$ cat src/rtl/bch_encoder.sv
// ---------------------------------------------------------------------------
// bch_encoder
//   Systematic binary BCH encoder (t=2) for BCH(63,51), BCH(255,239) and
//   BCH(1023,1003). The message arrives as 64-bit words, MSB-first. Parity is
//   accumulated by a 64-bit-parallel LFSR. The codeword leaves as 64-bit words
//   in the decoder's input format. The last word carries the message tail,
//   then the parity bits, then a single pad bit that is always 0.
//
// Ports
//   clk     in   1   clock, rising edge
//   rstn    in   1   asynchronous active-low reset
//   code    in   2   1:(63,51) 2:(255,239) 3:(1023,1003), sampled with set
//   set     in   1   one-cycle frame start pulse (honoured only in IDLE)
//   idata   in   64  message word, captured on every edge where ready==1
//   ready   out  1   encoder consumes one message word this cycle
//   ovalid  out  1   odata holds a valid codeword word
//   odata   out  64  codeword word, MSB-first
//   finish  out  1   high with ovalid on the last codeword word
// ---------------------------------------------------------------------------
module bch_encoder (
  input  logic        clk,
  input  logic        rstn,
  input  logic [1:0]  code,
  input  logic        set,
  input  logic [63:0] idata,
  output logic        ready,
  output logic        ovalid,
  output logic [63:0] odata,
  output logic        finish
);

  // Generator polynomials, including the leading x^R term.
  localparam logic [12:0] G63   = 13'h1539;
  localparam logic [16:0] G255  = 17'h16F63;
  localparam logic [20:0] G1023 = 21'h101877;

  // The remainder is kept left-aligned in a 20-bit register, so the feedback
  // tap is always bit 19 whatever the degree. Generators are aligned the same way,
  // without their leading term.
  localparam logic [19:0] POLY63   = {G63[11:0], 8'h00};
  localparam logic [19:0] POLY255  = {G255[15:0], 4'h0};
  localparam logic [19:0] POLY1023 = G1023[19:0];

  typedef enum logic [0:0] {
    ST_IDLE = 1'b0,
    ST_LOAD = 1'b1
  } state_t;

  state_t      state_r;
  logic [1:0]  code_r;
  logic [3:0]  cnt_r;
  logic [19:0] rem_r;

  logic [3:0]  last_idx_s;
  logic [6:0]  msg_bits_s;
  logic [6:0]  nbits_s;
  logic [4:0]  par_shift_s;
  logic [19:0] poly_s;
  logic [63:0] msg_mask_s;
  logic        is_last_s;
  logic [19:0] rem_next_s;
  logic [19:0] parity_s;
  logic [63:0] last_word_s;

  // Bit-serial polynomial division, unrolled over one word. It consumes the top
  // nbits of data, MSB first, and computes rem*x^b + msg*x^R mod g.
  function automatic logic [19:0] lfsr_word(input logic [19:0] rem,
                                            input logic [63:0] data,
                                            input logic [6:0]  nbits,
                                            input logic [19:0] poly);
    logic [19:0] r;
    logic        fb;
    r = rem;
    for (int i = 0; i < 64; i++) begin
      if (7'(i) < nbits) begin
        fb = r[19] ^ data[63 - i];
        r  = {r[18:0], 1'b0};
        if (fb) begin
          r = r ^ poly;
        end else begin
          r = r;
        end
      end else begin
        r = r;
      end
    end
    return r;
  endfunction

  // Per-code geometry: frame length, message bits in the last word, generator.
  always_comb begin
    last_idx_s  = 4'd0;
    msg_bits_s  = 7'd51;
    par_shift_s = 5'd8;
    poly_s      = POLY63;
    msg_mask_s  = 64'hFFFF_FFFF_FFFF_E000;
    case (code_r)
      2'd1: begin
        last_idx_s  = 4'd0;
        msg_bits_s  = 7'd51;
        par_shift_s = 5'd8;
        poly_s      = POLY63;
        msg_mask_s  = 64'hFFFF_FFFF_FFFF_E000;
      end
      2'd2: begin
        last_idx_s  = 4'd3;
        msg_bits_s  = 7'd47;
        par_shift_s = 5'd4;
        poly_s      = POLY255;
        msg_mask_s  = 64'hFFFF_FFFF_FFFE_0000;
      end
      2'd3: begin
        last_idx_s  = 4'd15;
        msg_bits_s  = 7'd43;
        par_shift_s = 5'd0;
        poly_s      = POLY1023;
        msg_mask_s  = 64'hFFFF_FFFF_FFE0_0000;
      end
      default: begin
        last_idx_s  = 4'd0;
        msg_bits_s  = 7'd51;
        par_shift_s = 5'd8;
        poly_s      = POLY63;
        msg_mask_s  = 64'hFFFF_FFFF_FFFF_E000;
      end
    endcase
  end

  // Next remainder and last-word assembly. On the last word, only the
  // message-tail bits enter the LFSR. The low bits of the input are replaced
  // by the parity and the pad.
  always_comb begin
    is_last_s   = (cnt_r == last_idx_s);
    nbits_s     = is_last_s ? msg_bits_s : 7'd64;
    rem_next_s  = lfsr_word(rem_r, idata, nbits_s, poly_s);
    parity_s    = rem_next_s >> par_shift_s;
    last_word_s = (idata & msg_mask_s) | {43'h0, parity_s, 1'b0};
  end

  // Frame FSM with registered handshake and codeword outputs.
  always_ff @(posedge clk or negedge rstn) begin
    if (!rstn) begin
      state_r <= ST_IDLE;
      code_r  <= 2'd0;
      cnt_r   <= 4'd0;
      rem_r   <= 20'd0;
      ready   <= 1'b0;
      ovalid  <= 1'b0;
      finish  <= 1'b0;
      odata   <= 64'd0;
    end else begin
      case (state_r)
        ST_IDLE: begin
          ovalid <= 1'b0;
          finish <= 1'b0;
          if (set && (code != 2'd0)) begin
            state_r <= ST_LOAD;
            code_r  <= code;
            cnt_r   <= 4'd0;
            rem_r   <= 20'd0;
            ready   <= 1'b1;
          end else begin
            ready <= 1'b0;
          end
        end
        ST_LOAD: begin
          // ready is high for the whole of LOAD, so every edge here consumes a word.
          ovalid <= 1'b1;
          rem_r  <= rem_next_s;
          cnt_r  <= cnt_r + 4'd1;
          if (is_last_s) begin
            odata   <= last_word_s;
            finish  <= 1'b1;
            ready   <= 1'b0;
            state_r <= ST_IDLE;
          end else begin
            odata  <= idata;
            finish <= 1'b0;
            ready  <= 1'b1;
          end
        end
        default: begin
          state_r <= ST_IDLE;
          ready   <= 1'b0;
          ovalid  <= 1'b0;
          finish  <= 1'b0;
        end
      endcase
    end
  end

endmodule

$ cat config.mk
export PLATFORM = sky130hd
export DESIGN_NAME = bch_encoder
export DESIGN_NICKNAME = d
export VERILOG_FILES = /design/src/rtl/bch_encoder.sv
export SDC_FILE = /design/constraint.sdc
export NUM_CORES = 1
export LEC_CHECK = 0
export CAP_MARGIN = 20
export CORE_MARGIN = 10
export CORE_UTILIZATION = 45
export CTS_CLUSTER_DIAMETER = 60
export DETAILED_ROUTE_END_ITERATION = 8
export PLACE_DENSITY = 0.64
export SYNTH_ARGS = -nofsm -noshare
export SYNTH_HDL_FRONTEND = slang
export SYNTH_SLANG_ARGS = --single-unit
export TNS_END_PERCENT = 1
$ cat constraint.sdc
create_clock -name clk -period 22.6 [get_ports clk]
set_input_delay 5.65 -clock clk [delete_from_list [all_inputs] [get_ports clk]]
set_output_delay 5.65 -clock clk [all_outputs]
set_load 0.005 [all_outputs]
Word-level counts from Yosys, hierarchy flattened
Index checks and enable logic that the tools add are counted.

cells by class
  add/subtract/negate cells = 1
  order comparisons = 64
  equality and inequality tests = 4
  shift-type cells = 1
  multiplexer cells = 145
  bitwise operators = 131
  reductions and logical operators = 3

operator list
  operator               count
  $mux W20               129
  $xor A20 B20 Y20       64
  $lt A6 B7 Y1 const A   32
  $lt A5 B7 Y1 const A   16
  $and A64 B64 Y64       1
  $mux W64               1
  $or A64 B21 Y64        1
  $xor A1 B1 Y1          64
  $lt A4 B7 Y1 const A   8
  $pmux W21 S2           1
  $pmux W20 S2           1
  $pmux W19 S2           1
  $lt A3 B7 Y1 const A   4
  $pmux W4 S2            3
  $shr A20 B5 Y20        1
  $lt A1 B7 Y1 const A   2
  $lt A2 B7 Y1 const A   2
  $pmux W5 S2            1
  $mux W7                1
  $pmux W1 S2            3
  $add A4 B1 Y4 const B  1
  $eq A2 B2 Y1 const B   2
  $eq A4 B4 Y1           1
  $mux W4                1
  other kinds (6)        8

word-level totals
  bits in registers = 93
  output and inout bits = 67
  logic and storage cells = 356

Longest topological paths before layout
  word-level depth = 198
  gate-level depth with buffers = 83
  mapped depth without buffers = 72

Worst setup path after synthesis
Ideal clock, no wire load.

  path type = input port to flip-flop
  from = input idata[63]
  to = register rem_r[4]
  setup time = 0.122 ns
  arrival time = 23.983 ns
  required time = 22.478 ns
  slack = -1.505 ns
  cell stages on the path = 76
  cell sequence = xnor2_2 > buf_2 > xnor2_1 > mux2_2 > o211ai_2 > xnor2_1 > xnor3_1 > a2bb2oi_1 > or3_1 > and2_1 > buf_4 > xnor3_1 > and2_0 > mux2_2 > or2_1 > xnor2_2 > xnor2_1 > xor3_1 > [40 not listed] > xor2_2 > a21oi_2 > xnor3_1 > a22oi_1 > o22a_1 > buf_2 > or3_1 > a31o_1 > a21oi_1 > xnor3_1 > a21oi_2 > xor2_4 > buf_2 > nor3_1 > a31oi_1 > o221ai_1 > a21oi_1 > o21ai_1

on the way
  cells in the longest elaborated chain, start to end = 193

ends and longest elaborated chain
  what                                               RTL line  RTL
  start, declared                                    25        input logic [63:0] idata,
  $xor A1 B1 Y1 (*)                                  76        fb = r[19] ^ data[63 - i];
  $mux W20 (*)                                       78        if (fb) begin
  $mux W20 (*)                                       75        if (7'(i) < nbits) begin
  $xor A20 B20 Y20 or $xor A1 B1 Y1 (tied branches)  79, 76
  $mux W20                                           78
  $mux W20 (*)                                       75
  $xor A20 B20 Y20 or $xor A1 B1 Y1 (tied branches)  79, 76
  $mux W20                                           78
  [177 not listed]                                   -
  $mux W20 (*)                                       75
  $xor A20 B20 Y20 or $xor A1 B1 Y1 (tied branches)  79, 76
  $mux W20                                           78
  $mux W20 (*)                                       75
  $xor A20 B20 Y20 or $xor A1 B1 Y1 (tied branches)  79, 76
  $mux W20                                           78
  $mux W20 (*)                                       75
  $pmux W20 S2 (*)                                   152       case (state_r)
  end signal, assigned                               169       rem_r <= rem_next_s;
  end, declared                                      52        logic [19:0] rem_r;

Mark *: on every way between the ends. The rest lies on a longest branch, timed or not.
A chain may end at the register's enable or synchronous reset.

Final worst setup path
  from = input idata[62]
  to = register rem_r[10]

on the way
  cells in the longest elaborated chain, start to end = 190

ends and longest elaborated chain
  what                                               RTL line
  $xor A1 B1 Y1 (*)                                  76
  $mux W20 (*)                                       78
  $mux W20 (*)                                       75
  $xor A20 B20 Y20 or $xor A1 B1 Y1 (tied branches)  79, 76
  $mux W20                                           78
  $mux W20 (*)                                       75
  $xor A20 B20 Y20 or $xor A1 B1 Y1 (tied branches)  79, 76
  $mux W20                                           78
  [174 not listed]                                   -
  $mux W20 (*)                                       75
  $xor A20 B20 Y20 or $xor A1 B1 Y1 (tied branches)  79, 76
  $mux W20                                           78
  $mux W20 (*)                                       75
  $xor A20 B20 Y20 or $xor A1 B1 Y1 (tied branches)  79, 76
  $mux W20                                           78
  $mux W20 (*)                                       75
  $pmux W20 S2 (*)                                   152

Marks and branches as above.

==> metrics.sh <==
IO_PINS=136
DIE_HEIGHT_UM=239
SYN2LAYOUT_AREA_GROWTH_PCT=41.5
SYNTHCELLS=2572
HOLD_WS_NS=0.497
DIE_WIDTH_UM=239
ROUTE.ANTENNA.REMAINING_NETS=0
MAXCLOCKFREQUENCY_MHz=41.5
DR_TOTAL_VIAS=22201
DESIGN.CORE.AREA_SQ_MM=0.0474
TOTAL_INSERTED_ANTENNA_CELLS=0
REGTOREGSTARTPOINT='code_r[1]'
SETUP_VIOL_COUNT_FINAL=29
ROUTE.DETAILED.WL_PER_INST_UM=20.9
WORSTSETUPSTARTPOINT='idata[62]'
SKEW_NS=0.0294
SYN_AREA_SQ_MM=0.0215
ROWS=80
SHARE_OF_POST_ROUTE_CELLS_WITH_DRIVE_STRENGTH_ABOVE_1_PCT=34.7
GRTUSAGETOTAL_PCT=27.6
FILLER_CELL_COUNT=3946
FIN_WS_NS=-1.52
PLACE_WORST_SETUP_SLACK_NS=-2.21
COUNT_OF_DIFFERENT_CELL_MASTERS_AFTER_SYNTHESIS=116
TIMING.MAX_CAP.VIOLATIONS=0
SLOWEST_STAGE='sky130_fd_sc_hd__xnor3_2'
SYNTH_SEQUENTIAL_AREA_RATIO_PCT=10.8
CLOCK_INSERTION_DELAY_WORST_SKEW_NS=0.40
GRT_ANTENNA_BEFORE_REPAIR=0
FIN_CRIT_SH_PCT=107
CTS-HTREE-LEVELS=3
WORST-ENDPOINT-ARRIVAL_NS=24.45
WHS_PATH_DEPTH=2
VIA_PER_INST=5.67
RELATIVE_SLEW_SLACK_PCT=31.9
FF2FF_PATH_DEPTH=82
INITIAL_DRC_COUNT=2135
DESIGN.FINAL.NETS=3368
CTS.PATH.MAX_BUFFERS=2
DOMINANTREGCELLSYNTH='sky130_fd_sc_hd__dfrtp_1'
TIMING.RR.END='rem_r[10]'
DIE-AREA_SQ_MM=0.0569
PLACE.GP.CONGESTION=0.982
SYNTH_AREA_PER_CELL_SQ_UM=8.36
FFS_LATCHES_SYNTH=93
ASYNCSETRESETFLOPFRACSYNTH_PCT=100
TRITONCTS='built'
CRIT_PATH_END='rem_r[10]'
WORST_STAGE_DELAY_ON_THE_CRITICAL_PATH_NS=0.56
RSZ0062_AT_GRT='yes'
CLOCK_PIN_SLEW_WORST_SETUP_AND_HOLD_PATHS_NS=0.09
STATUS='finished, violations left'
R2R_SLACK_NS=2.62
YOSYS_WARNINGS=0
POST_CTS_HOLD_BUFFER_COUNT=0
SYNTH_FP_NETS=2642
INITIAL_UTILIZATION_PCT=45.3
FINALSETUPTNS_NS=-38.95
CRITICAL_PATH.STARTPOINT_TYPE='input port'
SYNTH_ENABLE_FLOP_CELLS=0
TRITONCTS_NUM_SINKS=93
CTS_BUFFERS=9
FINALHOLDVIOLCOUNT=0
SYNTH_TOP_CELLS_BY_AREA='sky130_fd_sc_hd__xnor2_1, sky130_fd_sc_hd__dfrtp_1, sky130_fd_sc_hd__xnor3_1'
GRT_PASS1_VIAS=21756
WORSTMARGINPINSLEW_NS=1.02
CPMOSTUSEDCELL='sky130_fd_sc_hd__buf_4'
WORST-PATH-MAX-FANOUT=9
CLOCK_ROOT_BUFFER='sky130_fd_sc_hd__clkbuf_16'
GRT-OVFL-TOTAL=0
REPORT.FINAL.SLEW_VIOL_COUNT=0
FAILING_CHECKS='negative setup slack'
TOTALWIRELENGTH_UM=82000
DRC=0
PLACE_HPWL_UM=61400
LAYOUT_MIN_CYCLE_TIME_NS=24.12
DRT-PASS1-ITER-COUNT=5
MIN-DELAY-PATH-CLASS='flip-flop to flip-flop'
GRT_PASS1_WL_UM=125000
GRT_START_MAX_NET_PINS=118
CRIT_PATH_CLASS='input port to flip-flop'
SYNTHDOMINANTAREACELLTYPE='sky130_fd_sc_hd__xnor2_1'
SYNTH_LARGEST_TYPE_AREA_FRACTION_PCT=22.3
COUNT_OF_PORT_BUFFERS_ADDED_DURING_PLACEMENT=135
WORSTPATHREQUIRED_NS=22.93
TIMING.CRITICAL_PATH.TO_TYPE='flip-flop'
==> synthesized netlist by cell type (16+ instances only) <==
cell type	count
sky130_fd_sc_hd__mux2_2	60
sky130_fd_sc_hd__xor3_1	23
sky130_fd_sc_hd__buf_1	26
sky130_fd_sc_hd__o22ai_1	18
sky130_fd_sc_hd__xnor2_1	546
sky130_fd_sc_hd__buf_2	24
sky130_fd_sc_hd__xnor3_1	81
sky130_fd_sc_hd__or3_1	22
sky130_fd_sc_hd__a211oi_1	16
sky130_fd_sc_hd__dfrtp_1	93
sky130_fd_sc_hd__mux2i_1	50
sky130_fd_sc_hd__nor3_1	37
sky130_fd_sc_hd__xor2_2	22
sky130_fd_sc_hd__a21o_1	21
sky130_fd_sc_hd__nand2_1	237
sky130_fd_sc_hd__a21oi_1	185
sky130_fd_sc_hd__o21ai_1	42
sky130_fd_sc_hd__xnor2_2	40
sky130_fd_sc_hd__clkbuf_1	109
sky130_fd_sc_hd__and2_1	30
sky130_fd_sc_hd__nor2_1	240
sky130_fd_sc_hd__o21ai_0	93
sky130_fd_sc_hd__a31oi_1	27
sky130_fd_sc_hd__xor2_1	170
sky130_fd_sc_hd__o211ai_1	18
sky130_fd_sc_hd__nand3_1	44
==> through the flow <==
stage / area (sq um) / utilization [%] / instances
floorplan: 22200 / - / 2572
global placement: 28900 / 60.9 / 3836
detailed placement: 28900 / 60.9 / 3836
CTS: 29600 / 62.4 / 3878
global route: 30400 / 64.1 / 3918
finish: 30400 / 64.1 / 3918
==> kinds of logic (layout without fill, tap and decap cells) <==
kind of cell	after synthesis	in the layout	share of synthesized area (%)
compound gates	579	579	17.8
simple gates	702	702	14.8
buf+inv	182	912	3.46
xor+xnor	901	902	47.3
fa+ha+maj	1	1	0.0582
flops	93	93	10.8
mux	114	114	5.76
==> flip-flops by register name, summed over array words and instances (netlist names) <==
| register | cells |
|---|---|
| odata | 64 |
| rem_r | 20 |
| cnt_r | 4 |
| code_r | 2 |
| finish | 1 |
| ovalid | 1 |
| state_r | 1 |
==> cell usage in the layout (no fill, tap or decap), types with 44 or more instances in the layout <==
cell	netlist	routed
sky130_fd_sc_hd__mux2_2	60	59
sky130_fd_sc_hd__o21ai_0	93	91
sky130_fd_sc_hd__dfrtp_1	93	90
sky130_fd_sc_hd__xnor2_1	546	498
sky130_fd_sc_hd__nor2_1	240	231
sky130_fd_sc_hd__xor2_1	170	157
sky130_fd_sc_hd__xnor2_2	40	69
sky130_fd_sc_hd__xnor3_1	81	73
sky130_fd_sc_hd__clkdlybuf4s50_1	0	130
sky130_fd_sc_hd__mux2i_1	50	45
sky130_fd_sc_hd__nand3_1	44	44
sky130_fd_sc_hd__nand2_1	237	237
sky130_fd_sc_hd__a21oi_1	185	170
sky130_fd_sc_hd__buf_4	6	730
==> worst min-delay path by stage <==
stage                     end  slack [ns]      start
floorplan              ovalid        0.39    state_r
global placement    odata[18]        0.47  odata[18]
detailed placement  odata[18]        0.48  odata[18]
CTS                 odata[18]        0.50  odata[18]
global route         odata[0]        0.52   odata[0]
finish              odata[18]        0.50  odata[18]
==> worst max-delay path, delay by kind of cell <==
kind	cells	cell delay, ns
xor gates and xnor gates	30	8.19
and+or+nand+nor	10	2.65
muxes	3	0.80
AOI/OAI and AO/OA	26	4.36
buffers and inverters	15	2.76
==> routing by layer <==
metal / vias to the layer above / part of all wire, % / track usage (%)
met1: 10778 / 42 / 36.8
met5: - / 0 / 0
met2: 986 / 47 / 45.8
li1: 10271 / - / -
met4: 0 / 2.9 / 8.08
met3: 166 / 8.0 / 3.62
==> timing repair <==
item	4_1_cts	5_1_grt
gates cloned	1	1
setup endpoints to repair	29	29
resized for setup	36	82
pin swaps	31	55
buffers inserted	25	39
==> area by class of cell <==
type | count | area, sq um | area share, %
clock buffer | 9 | 225 | 0.741
clock inverter | 7 | 58.8 | 0.193
inverter | 16 | 61.3 | 0.202
multi-input combinational | 2298 | 19800 | 65.2
sequential | 93 | 2340 | 7.69
tap | 615 | 769 | 2.53
timing repair buffer | 880 | 7140 | 23.5
Power is not shown: default switching activity piles up to over one toggle a cycle in this logic, so the estimate is an artifact.
